File: config.mk
export PLATFORM = sky130hd
export DESIGN_NAME = seg_scan6_flat
export DESIGN_NICKNAME = d
export VERILOG_FILES = /design/src/rtl/seg_scan6_if.sv /design/src/rtl/seg_scan6.sv /design/src/flat_wrapper.sv
export SDC_FILE = /design/constraint.sdc
export NUM_CORES = 1
export LEC_CHECK = 0
export CAP_MARGIN = 10
export CORE_UTILIZATION = 30
export DETAILED_ROUTE_END_ITERATION = 10
export PLACE_DENSITY = 0.48
export SETUP_SLACK_MARGIN = 0.4
export SLEW_MARGIN = 0
export SYNTH_ARGS = -nofsm -noshare
export SYNTH_HDL_FRONTEND = slang
export SYNTH_SLANG_ARGS = --single-unit
File: constraint.sdc
create_clock -name clk -period 2.5 [get_ports clk]
set_input_delay 0.75 -clock clk [delete_from_list [all_inputs] [get_ports clk]]
set_output_delay 0.75 -clock clk [all_outputs]
set_load 0.01 [all_outputs]
File: src/rtl/seg_scan6_if.sv
// Display-side bundle for the six-digit multiplexed 7-segment scanner:
// enable, BCD digit inputs and blink request in; digit select, segments and dp out.
interface seg_scan6_if;
  logic       en;
  logic [3:0] sec_1;
  logic [3:0] sec_2;
  logic [3:0] min_1;
  logic [3:0] min_2;
  logic [3:0] hour_1;
  logic [3:0] hour_2;
  logic [5:0] blink_mask;
  logic [5:0] an;
  logic [6:0] seg;
  logic       dp;

  modport master (
    output en, sec_1, sec_2, min_1, min_2, hour_1, hour_2, blink_mask,
    input  an, seg, dp
  );

  modport slave (
    input  en, sec_1, sec_2, min_1, min_2, hour_1, hour_2, blink_mask,
    output an, seg, dp
  );
endinterface

File: src/rtl/seg_scan6.sv
// Six-digit multiplexed 7-segment scanner (hh.mm.ss) with frame-synchronous
// digit snapshot, per-digit blinking and optional hour leading-zero blanking.
module seg_scan6 #(
  parameter int SCAN_DIV     = 50000,
  parameter int BLINK_FRAMES = 83,
  parameter int LZ_BLANK     = 1
) (
  input  logic        clk,
  input  logic        rst_n,
  seg_scan6_if.slave  bus
);

  localparam int DIV_W = (SCAN_DIV > 2) ? $clog2(SCAN_DIV) : 1;
  localparam int FRM_W = (BLINK_FRAMES > 1) ? $clog2(BLINK_FRAMES) : 1;
  localparam logic [DIV_W-1:0] DIV_LAST = DIV_W'(SCAN_DIV - 1);
  localparam logic [FRM_W-1:0] FRM_LAST = FRM_W'(BLINK_FRAMES - 1);

  logic [DIV_W-1:0]     div_cnt_q, div_cnt_d;
  logic [2:0]           idx_q, idx_d;
  logic [FRM_W-1:0]     frm_q, frm_d;
  logic                 phase_q, phase_d;
  logic [5:0][3:0]      snap_q, snap_d;
  logic [5:0]           an_q, an_d;
  logic [6:0]           seg_q, seg_d;
  logic                 dp_q, dp_d;

  logic [5:0][3:0]      digits;
  logic                 tick;
  logic                 frame_end;
  logic                 blank;
  logic [3:0]           cur_digit;

  function automatic logic [6:0] seg_decode(input logic [3:0] v);
    case (v)
      4'd0:    seg_decode = 7'b1000000;
      4'd1:    seg_decode = 7'b1111001;
      4'd2:    seg_decode = 7'b0100100;
      4'd3:    seg_decode = 7'b0110000;
      4'd4:    seg_decode = 7'b0011001;
      4'd5:    seg_decode = 7'b0010010;
      4'd6:    seg_decode = 7'b0000010;
      4'd7:    seg_decode = 7'b1111000;
      4'd8:    seg_decode = 7'b0000000;
      4'd9:    seg_decode = 7'b0010000;
      default: seg_decode = 7'b0111111;
    endcase
  endfunction

  assign digits = {bus.hour_2, bus.hour_1, bus.min_2, bus.min_1, bus.sec_2, bus.sec_1};

  always_comb begin
    div_cnt_d = div_cnt_q;
    idx_d     = idx_q;
    frm_d     = frm_q;
    phase_d   = phase_q;
    snap_d    = snap_q;
    tick      = bus.en && (div_cnt_q == DIV_LAST);
    frame_end = tick && (idx_q == 3'd5);

    if (!bus.en) begin
      // Disabled: park the scan and keep the snapshot tracking the live digits.
      div_cnt_d = '0;
      idx_d     = '0;
      snap_d    = digits;
    end else begin
      div_cnt_d = tick ? '0 : div_cnt_q + 1'b1;
      if (tick) begin
        idx_d = (idx_q == 3'd5) ? 3'd0 : idx_q + 3'd1;
      end
      if (frame_end) begin
        snap_d = digits;
        if (frm_q == FRM_LAST) begin
          frm_d   = '0;
          phase_d = ~phase_q;
        end else begin
          frm_d = frm_q + 1'b1;
        end
      end
    end
  end

  always_comb begin
    cur_digit = snap_q[idx_q];
    blank     = !bus.en
              || (bus.blink_mask[idx_q] && !phase_q)
              || ((LZ_BLANK != 0) && (idx_q == 3'd5) && (snap_q[5] == 4'd0));
    an_d      = 6'b111111;
    seg_d     = 7'b1111111;
    dp_d      = 1'b1;
    if (!blank) begin
      an_d  = ~(6'b000001 << idx_q);
      seg_d = seg_decode(cur_digit);
      dp_d  = !((idx_q == 3'd2) || (idx_q == 3'd4));
    end
  end

  always_ff @(posedge clk or negedge rst_n) begin
    if (!rst_n) begin
      div_cnt_q <= '0;
      idx_q     <= '0;
      frm_q     <= '0;
      phase_q   <= 1'b1;
      snap_q    <= '0;
      an_q      <= 6'b111111;
      seg_q     <= 7'b1111111;
      dp_q      <= 1'b1;
    end else begin
      div_cnt_q <= div_cnt_d;
      idx_q     <= idx_d;
      frm_q     <= frm_d;
      phase_q   <= phase_d;
      snap_q    <= snap_d;
      an_q      <= an_d;
      seg_q     <= seg_d;
      dp_q      <= dp_d;
    end
  end

  assign bus.an  = an_q;
  assign bus.seg = seg_q;
  assign bus.dp  = dp_q;

endmodule

File: src/flat_wrapper.sv
// flat-port wrapper written by rule: the top's interface ports become plain ports
module seg_scan6_flat 
#(
  parameter int SCAN_DIV     = 50000,
  parameter int BLINK_FRAMES = 83,
  parameter int LZ_BLANK     = 1
)
  (clk, rst_n, bus_en, bus_sec_1, bus_sec_2, bus_min_1, bus_min_2, bus_hour_1, bus_hour_2, bus_blink_mask, bus_an, bus_seg, bus_dp);
  seg_scan6_if bus_i ();
  input  logic clk;
  input  logic rst_n;
  input wire logic [$bits(bus_i.en)-1:0] bus_en;
  input wire logic [$bits(bus_i.sec_1)-1:0] bus_sec_1;
  input wire logic [$bits(bus_i.sec_2)-1:0] bus_sec_2;
  input wire logic [$bits(bus_i.min_1)-1:0] bus_min_1;
  input wire logic [$bits(bus_i.min_2)-1:0] bus_min_2;
  input wire logic [$bits(bus_i.hour_1)-1:0] bus_hour_1;
  input wire logic [$bits(bus_i.hour_2)-1:0] bus_hour_2;
  input wire logic [$bits(bus_i.blink_mask)-1:0] bus_blink_mask;
  output wire logic [$bits(bus_i.an)-1:0] bus_an;
  output wire logic [$bits(bus_i.seg)-1:0] bus_seg;
  output wire logic [$bits(bus_i.dp)-1:0] bus_dp;
  assign bus_i.en = bus_en;
  assign bus_i.sec_1 = bus_sec_1;
  assign bus_i.sec_2 = bus_sec_2;
  assign bus_i.min_1 = bus_min_1;
  assign bus_i.min_2 = bus_min_2;
  assign bus_i.hour_1 = bus_hour_1;
  assign bus_i.hour_2 = bus_hour_2;
  assign bus_i.blink_mask = bus_blink_mask;
  assign bus_an = bus_i.an;
  assign bus_seg = bus_i.seg;
  assign bus_dp = bus_i.dp;
  seg_scan6 #(.SCAN_DIV(SCAN_DIV), .BLINK_FRAMES(BLINK_FRAMES), .LZ_BLANK(LZ_BLANK)) u_core (.clk(clk), .rst_n(rst_n), .bus(bus_i));
endmodule
==> run metrics, run 1 <==
uppermost routed layer met4; GRT Total Usage roughly an eighth; Chip Height approximately 110 µm; Worst VDD drop a little over 0.2 mV; clock slew at reported path FFs ~70 ps; register area 1647 µm²; Chip Width between 100 and 150 µm; clk buf depth 2; first-iteration detailed-routing DRC count 65; Worst-Skew Late Latency between 300 and 400 ps; Least-Margin Pin Slew between 700 and 800 ps; final core utilization roughly 42%; largest family of logic cells by synthesized area multiplexers; Place WS -112.1 ps; via count ~2300; Layout area overhead 35.11%; critical path class register to register; Synth cell types between 40 and 50; area occupied by multi-input gates 1647 µm²; HP Class primary input to async pin; Top FF cell, synth dfrtp_1; M1 wire length about 3400 µm; initial antenna violation count 0; layout cells sized above 1 between 30% and 40%; Reg2Reg Depth 6; I/O pins 47; number of port buffers 46; total die area approximately 11000 µm²; pin count of the biggest net entering global routing 66; adder-cell share of the synthesized area 3.842%; CP arrival 2380 ps; Post-CTS Hold Buffers 0; Worst Path Required around 2800 ps; Routed Wire Length between 7000 and 8000 µm; Leak 1.847 nW; Final period util 84.86%; number of nets in the layout 393; Synth Area in Compound Gates about 5.9%; DR WL met3 about 260 µm; routed wire length per instance between 10 and 15 µm; top fanout value on the critical path 6; fraction of registers with async set or reset after synthesis 100.0%; final setup violation count 0; synthesized area per cell between 10 and 15 µm²; drt pass-1 iters 4; post-route insts no fill ~490; post-synthesis mux area share between 10% and 20%; CTS tree built; cell count after synthesis around 270; Syn Nets between 300 and 400; worst relative slew slack between 50% and 60%; register area share after synthesis 50.52%; Fin. Hold Viols 0; startpoint types register; number of synthesized flops with an enable pin 0; gr ovfl total 0; # diodes 0; Synth top cells by count dfrtp_1 (50), nor2_1 (23), mux2_4 (20), nand2_1 (20), dfstp_2 (15); Pins Over Slew Limit 0; vias per cell 4.599; Max-Cap Viols 0; core area approximately 10000 µm²; met2 wire length 3260 µm; DP Cell Count 461; DRC viols 0; xor-xnor portion of the synthesized cell area under 10%; synthesized area 3257 µm²; Root Driver clkbuf_8; Synth top area share slightly below 40%; FP Rows 37; Final min period between 2000 and 2500 ps; count leader, synth dfrtp_1; yosys warns 0; first-pass GRT wire length 11410 µm; min setup slack post-route 378.5 ps; ranking of synthesized cells by area dfrtp_1 (38%), dfstp_2 (12%), mux2_4 (9.2%); Fmax between 400 and 500 MHz; Worst setup EP type register; post-route ant nets 0; R2R setup slack roughly 380 ps; RSZ-0062 raised after global routing true; Initial Utilization 31.27%; Synth Register Bits 65; # fillers a little over 1000; PwrDens 536.0 nW/µm²; number of global-route vias before repair around 2300; biggest area consumer among synthesized cells dfrtp_1; H-tree depth 3; clock sinks between 60 and 70; simple-gate share of the synthesized area between 10% and 20%; reg2reg end u_core.frm_q[4]$_DFFE_PN0P_; Final GP Congestion about 0.73; CTS buffer count 9; DPL Wire Length between 4000 and 5000 µm; reg2reg start u_core.div_cnt_q[12]$_DFF_PN0_; status finished, final reports clean; post-route clock skew about 12 ps; Min Hold Slack 401.7 ps
[per-stage QoR]
stage | area, µm² | setup TNS (ps) | total power [mW]
after global placement | 3966 | -282.3 | 1.446
after global routing | 4400 | 0 | 2.479
after detailed placement | 3966 | -608.8 | 1.444
after floorplan | 3267 | 0 | 1.304
final | 4400 | 0 | 2.359
after CTS | 4215 | 0 | 2.357
[sequential cells by signal (all words and copies together), names as in the netlist]
| register | flops |
|---|---|
| u_core.snap_q | 24 |
| u_core.div_cnt_q | 16 |
| u_core.bus.seg | 7 |
| u_core.frm_q | 7 |
| u_core.bus.an | 6 |
| u_core.idx_q | 3 |
| u_core.bus.dp | 1 |
| u_core.phase_q | 1 |
[logic make-up (layout without fill, tap and decap cells)]
kind of cell	count (synthesis)	after routing
AOI/OAI and AO/OA	31	31
xor gates and xnor gates	16	16
adders and majority gates	10	10
buffers and inverters	17	98
DFF	65	65
muxes	43	43
and+or+nand+nor	92	92
[layout by cell type (no fill, tap or decap), types with 7 or more instances in the layout]
cell,netlist,routed
dfrtp_1,50,49
clkdlybuf4s50_1,0,27
mux2_4,20,24
nor2_1,23,23
buf_4,0,21
nand2_1,20,19
dlygate4sd2_1,0,17
dfstp_2,15,15
mux2i_1,11,11
clkbuf_8,0,11
xnor2_1,10,10
ha_1,10,10
inv_1,9,9
nand3_1,7,7
o21ai_0,11,7
mux2_2,11,7
nor2b_1,7,7
[routing by layer]
layer  vias to the layer above  global-route usage, %
met4                         0                  6.250
met1                      1103                  17.61
met2                        38                  20.04
met3                        11                  3.250
met5                         -                      0
li1                       1106                      -
[final cells by class]
class	instances	share of cell area [%]
multi-input combinational	192	37.42
tap	136	3.867
clock buffer	13	3.611
timing repair buffer	73	16.01
clock inverter	3	0.9099
sequential	65	37.42
inverter	9	0.7677
[critical path: stages (launching register included)]
cell and delay (ps):
dfrtp_1 380, or4b_4 570, nor4_4 330, buf_4 180
nand3_4 100, or2_4 300, o21ai_0 190
[worst max path at each step]
| stage | cells past startpoint | slack (ps) | startpoint | to |
|---|---|---|---|---|
| 2_1_floorplan | 6 | 270 | u_core.div_cnt_q[10]$_DFF_PN0_ | u_core.snap_q[10]$_DFFE_PN0P_ |
| 3_5_place_dp | 6 | -110 | bus_blink_mask[3] | u_core.bus.seg[5]$_DFF_PN1_ |
| 4_1_cts | 6 | 370 | u_core.div_cnt_q[5]$_DFF_PN0_ | u_core.snap_q[0]$_DFFE_PN0P_ |
| 6_report | 6 | 380 | u_core.div_cnt_q[12]$_DFF_PN0_ | u_core.frm_q[4]$_DFFE_PN0P_ |
| 5_1_grt | 6 | 300 | u_core.div_cnt_q[12]$_DFF_PN0_ | u_core.frm_q[3]$_DFFE_PN0P_ |
| 3_3_place_gp | 6 | -70 | bus_blink_mask[3] | u_core.bus.seg[0]$_DFF_PN1_ |
[timing repair]
action,in CTS,in global routing
gates cloned,0,3
pin swaps,6,10
endpoints found under the setup margin,54,41
buffers inserted,7,4
resized for setup,22,25
[report_power, final]
part | total, mW | switching [mW] | internal (mW) | leakage [nW]
combinational | 0.309 | 0.129 | 0.180 | 0.947
clock | 0.911 | 0.398 | 0.513 | 0.103
sequential | 1.14 | 0.0288 | 1.11 | 0.797
total | 2.36 | 0.556 | 1.80 | 1.85
(Power assumes the default switching activity.)
==> run 2, diff against run 1 <==
--- a/config.mk
+++ b/config.mk
@@ -8,7 +8,7 @@
 export CAP_MARGIN = 10
 export CORE_UTILIZATION = 30
 export DETAILED_ROUTE_END_ITERATION = 10
-export PLACE_DENSITY = 0.48
+export PLACE_DENSITY = 0.5
 export SETUP_SLACK_MARGIN = 0.4
 export SLEW_MARGIN = 0
 export SYNTH_ARGS = -nofsm -noshare
==> constraint.sdc (replaced) <==
create_clock -name clk -period 1.95 [get_ports clk]
set_input_delay 0.585 -clock clk [delete_from_list [all_inputs] [get_ports clk]]
set_output_delay 0.585 -clock clk [all_outputs]
set_load 0.01 [all_outputs]
==> run 2 against run 1 <==
Against the previous run:
- utilization rose by 5.5 points
- critical path depth fell by 2
- first-iteration DRC count up 15%
- clock power is 54% higher
- flip-flop and latch count unchanged
- the flow now finishes with violations (setup timing)
- fmax increased by 0.62%
- non-clock buffer count up 23
- sequential share of layout area is 4.3 points lower
- sequential power up 29%
- worst hold slack got worse by 170 ps
- largest power group unchanged
==> run metrics, run 2 (synthesized netlist as in run 1, its figures left out) <==
first-pass GRT wire length 11850 µm (+3.9%); Layout area overhead 52.71%; Routed Wire Length 7285 µm (+3.3%); post-route ant nets 0 (unchanged); worst relative slew slack 75.85% (+25 points); number of global-route vias before repair 2416 (+6.3%); Fmax 474.3 MHz (+0.62%); clk buf depth 2 (unchanged); drt pass-1 iters 5 (+1); Chip Height 106.2 µm (unchanged); CP arrival 2370 ps (about the same); min setup slack post-route -158.5 ps (-537.0 ps); DRC viols 0 (unchanged); Worst setup EP type register; failing checks setup timing; pin count of the biggest net entering global routing 66 (unchanged); most flop-heavy register u_core.snap_q; clock sinks 65 (unchanged); Max-Cap Viols 0 (unchanged); core area 10420 µm² (unchanged); max reg flops 24 (unchanged); most common cell after layout, fill and taps aside dfrtp_1; Worst VDD drop 0.2619 mV (+27%); number of nets in the layout 416 (+5.9%); crit-path cells or4b_4 -> or4_4 -> or3_1 -> a21boi_1; post-route clock skew 6.021 ps (-6.347 ps); Fin. Hold Viols 0 (unchanged); Pins Over Slew Limit 0 (unchanged); Top Registers u_core.snap_q (24), u_core.div_cnt_q (16); Root Driver clkbuf_8; clock slew at reported path FFs 70 ps (about the same); RSZ-0062 raised after global routing true; I/O pins 47 (unchanged); total power 3.354 mW (+42%); Leak 2.086 nW (+13%); gr ovfl total 0 (unchanged); Worst-Skew Late Latency 340 ps (about the same); Initial Utilization 31.27% (unchanged); number of port buffers 46 (unchanged); Chip Width 106.2 µm (unchanged); first-iteration detailed-routing DRC count 75 (+15%); HP Class primary input to async pin; critical path class register to register; top fanout value on the critical path 4 (-2); Worst Path Required 2210 ps (-550 ps); CTS buffer count 9 (unchanged); layout cells sized above 1 50.53% (+19 points); CTS tree built; Worst path max stage delay 580 ps (about the same); most frequent cells in the layout dfrtp_1 (49), clkdlybuf4s50_1 (30), buf_6 (29), buf_4 (29), mux2_4 (25); setup tns final -5273 ps (-5273 ps); CP delay by family, top simple AND/OR/NAND/NOR gates; Least-Margin Pin Slew 361.5 ps (-370.5 ps); initial antenna violation count 0 (unchanged); final setup violation count 52 (+52); via count 2364 (+4.7%); routed wire length per instance 14.17 µm (-1.4%); # diodes 0 (unchanged); DPL Wire Length 4874 µm (+7.0%); status finished with violations; total die area 11280 µm² (unchanged); startpoint types register; # fillers 980 (-3.4%); H-tree depth 3 (unchanged); Final GP Congestion 0.7395 (+0.83%); slowest stage cell, crit path or4_4; FP Rows 37 (unchanged); Final min period 2109 ps (-13.03 ps); vias per cell 4.599 (about the same); GRT Total Usage 13.68% (+0.47 points); PwrDens 674.3 nW/µm² (+26%); CP Buf/Inv Count 0 (-1); Final period util 108.1% (+23 points); Min Hold Slack 230.7 ps (-171.0 ps)
run 2: changes by cell type in the layout (fill, tap and decap cells not counted), sizes merged:
cell / before / now
buf: 26 / 64
dlygate4sd2: 17 / 1
clkbuf: 15 / 11
clkdlybuf4s50: 27 / 30
bufinv: 1 / 3
clkdlybuf4s15: 1 / 0
clkinv: 2 / 3
run 2: cell type report:
type / count / area [µm²] / share of cell area [%]
Sequential cell: 65 / 1647 / 33.11
Inverter: 9 / 36.28 / 0.7296
Multi-Input combinational cell: 192 / 1894 / 38.09
Clock inverter: 6 / 105.1 / 2.113
Clock buffer: 10 / 137.6 / 2.767
Tap cell: 136 / 170.2 / 3.421
Timing Repair Buffer: 96 / 983.4 / 19.77
run 2: repair_timing:
| item | CTS | global route |
|---|---|---|
| pin swaps | 7 | 26 |
| setup buffers | 6 | 5 |
| resized for setup | 114 | 55 |
| setup endpoints to repair | 79 | 79 |
| hold endpoints to repair | 0 | 0 |
| cloned | 1 | 1 |
| hold buffers | 0 | 0 |
run 2: power by group:
part           internal (mW)  switching [mW]  total, mW
sequential              1.42          0.0458       1.47
clock                  0.878           0.525       1.40
combinational          0.291           0.190      0.481
run 2: worst paths after layout:
check / start / endpoint / slack, ps / depth (start not counted)
worst max-delay path: u_core.div_cnt_q[13]$_DFF_PN0_ / u_core.idx_q[2]$_DFFE_PN0P_ / -160 / 4
worst min-delay path: rst_n / u_core.div_cnt_q[13]$_DFF_PN0_ / 230 / 2
worst max register to register: u_core.div_cnt_q[13]$_DFF_PN0_ / u_core.idx_q[2]$_DFFE_PN0P_ / -160 / 4
worst min register to register: u_core.frm_q[5]$_DFFE_PN0P_ / u_core.frm_q[5]$_DFFE_PN0P_ / 480 / 1
max in group asynchronous: rst_n / u_core.bus.an[5]$_DFF_PN1_ / 1360 / 2
min in group clk: u_core.frm_q[5]$_DFFE_PN0P_ / u_core.frm_q[5]$_DFFE_PN0P_ / 480 / 1
run 2: worst register-to-register path: cells and delay by family, from the launching register on:
kind / cells / cell delay [ps]
simple gates: 3 / 1490
compound gates: 1 / 160
flops: 1 / 390
run 2: through the flow:
step | area [µm²] | cells | setup slack [ps] | util [%]
after CTS | 4700 | 508 | -189.4 | 45.12
after global routing | 4974 | 514 | -247.0 | 47.75
final | 4974 | 514 | -158.5 | 47.75
after detailed placement | 4222 | 485 | -590.7 | 40.53
after global placement | 4222 | 485 | -584.7 | 40.53
after floorplan | 3344 | 274 | -280.6 | -
run 2: layer usage:
layer	vias to the layer above	share of wire (%)	routed length (µm)	global-route usage, %
met3	8	2.7	194	2.636
li1	1159	-	-	-
met5	-	0	0	0
met4	0	1.7	124	6.548
met2	36	49	3536	21.66
met1	1161	47	3431	17.94
==> patch, RTL diff (settings of run 1) <==
`SCAN_DIV` is set to 50000 in 2 places; all go to 100000.
--- a/src/rtl/seg_scan6.sv
+++ b/src/rtl/seg_scan6.sv
@@ -3,3 +3,3 @@
 module seg_scan6 #(
-  parameter int SCAN_DIV     = 50000,
+  parameter int SCAN_DIV     = 100000,
   parameter int BLINK_FRAMES = 83,
--- a/src/flat_wrapper.sv
+++ b/src/flat_wrapper.sv
@@ -3,3 +3,3 @@
 #(
-  parameter int SCAN_DIV     = 50000,
+  parameter int SCAN_DIV     = 100000,
   parameter int BLINK_FRAMES = 83,
Function: no difference found for any inputs over 10 cycles, from zero or initial values and one cycle with rst_n low; that may be too few to reach the edited logic, so the function may still have changed.
==> patch against run 1 <==
  * Largest cell class unchanged
  * Sequential cell count up 1
  * Register-to-register slack better by 120 ps
  * Wire length down 4.2%
  * Final cell count up 0.20%
  * Synthesized cell count up 2.2%
  * Final area down 3.0%
  * Clock power down 0.5%
  * Critical endpoint is now u_core.bus.seg[0]
  * Core utilization down 2.9 points
  * Sequential share of layout area up 1.7 points
  * Die area up 2.4%
  * Power down 1.3%
  * Setup slack better by 110 ps
  * Synthesized area up 2.4%
==> patch: results (changes against run 1) <==
* Synth warn at 0 (unchanged)
* Synth Area in Adders at 0.0375 (was 0.0384)
* Hold WS at 392 ps (was 402 ps)
* Top FF cell, synth: dfrtp_1 (unchanged)
* Run status: complete, no violations (unchanged)
* Final Wtd Congestion at 0.757 (was 0.733)
* Max Root-Sink Buffers at 2 (unchanged)
* Area contributors post-synth: dfrtp_1 (38%), dfstp_2 (12%), mux2_1 (9.1%) (was dfrtp_1 (38%), dfstp_2 (12%), mux2_4 (9.2%))
* Reg clk slew, reported paths at 70 ps (about the same)
* Regs by FF count: u_core.snap_q (24), u_core.div_cnt_q (17) (was u_core.snap_q (24), u_core.div_cnt_q (16))
* Post-DP HPWL at 4.80 mm (was 4.56 mm)
* Detailed Routing Iterations Pass 1 at 4 (unchanged)
* Compound-Gate Fraction of Synth Area at 0.0728 (was 0.0592)
* Vias in the first global route at 2229 (was 2273)
* Critical Path Fanout Max at 5 (was 6)
* CP peak stage delay at 500 ps (was 570 ps)
* Top cells by count, synth: dfrtp_1 (51), nor2_1 (29), mux2_1 (27) (was dfrtp_1 (50), nor2_1 (23), mux2_4 (20), nand2_1 (20), dfstp_2 (15))
* Peak VDD IR at 0.214 mV (was 0.205 mV)
* Share of cells above drive strength 1 at 0.216 (was 0.318)
* Drt via density at 4.57 (was 4.60)
* Synth cell types at 47 (was 44)
* Worst hold path type: input pin to async pin (unchanged)
* Max-slew headroom at 0.645 (was 0.511)
* Largest net degree at the start of global routing at 42 (was 66)
* Clk_lat worst skew at 340 ps (about the same)
* Worst EP arrival at 2270 ps (was 2380 ps)
* Tot GR Track Use at 0.129 (was 0.132)
* Buffers on Ports at 46 (unchanged)
* Syn_nets at 323 (was 317)
* Post-Route WL at 6.76 mm (was 7.06 mm)
* Drt first-iter violations at 97 (was 65)
* First-pass GRT wire length at 11.2 mm (was 11.4 mm)
* Clock Skew at 10.2 ps (was 12.4 ps)
* Seq/Total Area, Yosys at 0.501 (was 0.505)
* Leakage at 1.76 nW (was 1.85 nW)
* Slowest CP cell: mux4_2 (was or4b_4)
* Largest family of logic cells by synthesized area: simple AND/OR/NAND/NOR gates (was multiplexers)
* Nets@finish at 390 (was 393)
* Synth Area in XOR/XNOR at 0.0446 (was 0.0430)
* FILL cells at 1064 (was 1015)
* Post-synthesis mux area share at 0.153 (was 0.171)
-- patch: cell types whose count changed after synthesis, sizes merged, moves of 3 or more --
cell,before,now
mux2,31,34
a21oi,4,1
nand3,8,11
nor2,23,29
and4,0,3
nand2,21,16
and2,2,7
or3,4,1
buf,5,9
-- patch: per-stage QoR --
stage / worst slack (ps) / util / std cells / area [sq um]
after floorplan: 498 / - / 280 / 3340
after global placement: -65.3 / 0.367 / 468 / 3980
after detailed placement: -89.5 / 0.367 / 468 / 3980
after CTS: 424 / 0.385 / 485 / 4170
after global routing: 397 / 0.394 / 492 / 4270
final: 492 / 0.394 / 492 / 4270
-- patch: power by group --
| part | internal, mW | switching [mW] |
|---|---|---|
| registers | 1.13 | 0.0260 |
| clock network | 0.513 | 0.393 |
| logic | 0.146 | 0.125 |
| total | 1.79 | 0.544 |
-- patch: cell families (layout without fill, tap and decap cells) --
family                     Yosys count  in the layout
AOI/OAI and AO/OA                   27             27
muxes                               44             44
adders and majority gates           10             10
DFF                                 66             66
buffers and inverters               18             90
xor gates and xnor gates            17             17
and+or+nand+nor                     98             98
-- patch: routing by layer --
layer / GRT usage / share of wire / vias to the layer above
li1: - / - / 1104
met1: 0.181 / 0.52 / 1092
met2: 0.186 / 0.42 / 40
met3: 0.0230 / 0.035 / 11
met4: 0.0705 / 0.023 / 0
met5: 0 / 0 / -
-- patch: cell type report --
class | count | area, sq um | share of cell area
sequential | 66 | 1670 | 0.392
multi-input combinational | 196 | 1580 | 0.370
timing repair buffer | 66 | 616 | 0.144
tap | 140 | 175 | 0.0410
clock buffer | 13 | 159 | 0.0372
clock inverter | 3 | 40.0 | 0.00938
inverter | 8 | 30.0 | 0.00703
-- patch: critical path, delay by kind of cell --
kind / cells / cell delay (ps)
AO/OA/AOI/OAI: 3 / 480
AND/OR/NAND/NOR: 1 / 300
buffers and inverters: 1 / 230
multiplexers: 1 / 500
-- patch: path summary, 6_finish.rpt --
kind	slack, ps	cells after the start	endpoint	start
setup / recovery	490	6	u_core.bus.seg[0]	bus_blink_mask[2]
setup reg to reg	500	8	u_core.bus.seg[0]	u_core.idx_q[0]
hold / removal	390	2	u_core.snap_q[1]	rst_n
min in group clk	480	1	u_core.frm_q[6]	u_core.frm_q[6]
max in group asynchronous	1640	2	u_core.bus.seg[4]	rst_n
hold reg to reg	480	1	u_core.frm_q[6]	u_core.frm_q[6]
-- patch: what timing repair did --
action	in CTS	in global routing
pin swaps	3	3
setup endpoints to repair	42	46
setup buffers	1	7
resized for setup	19	12
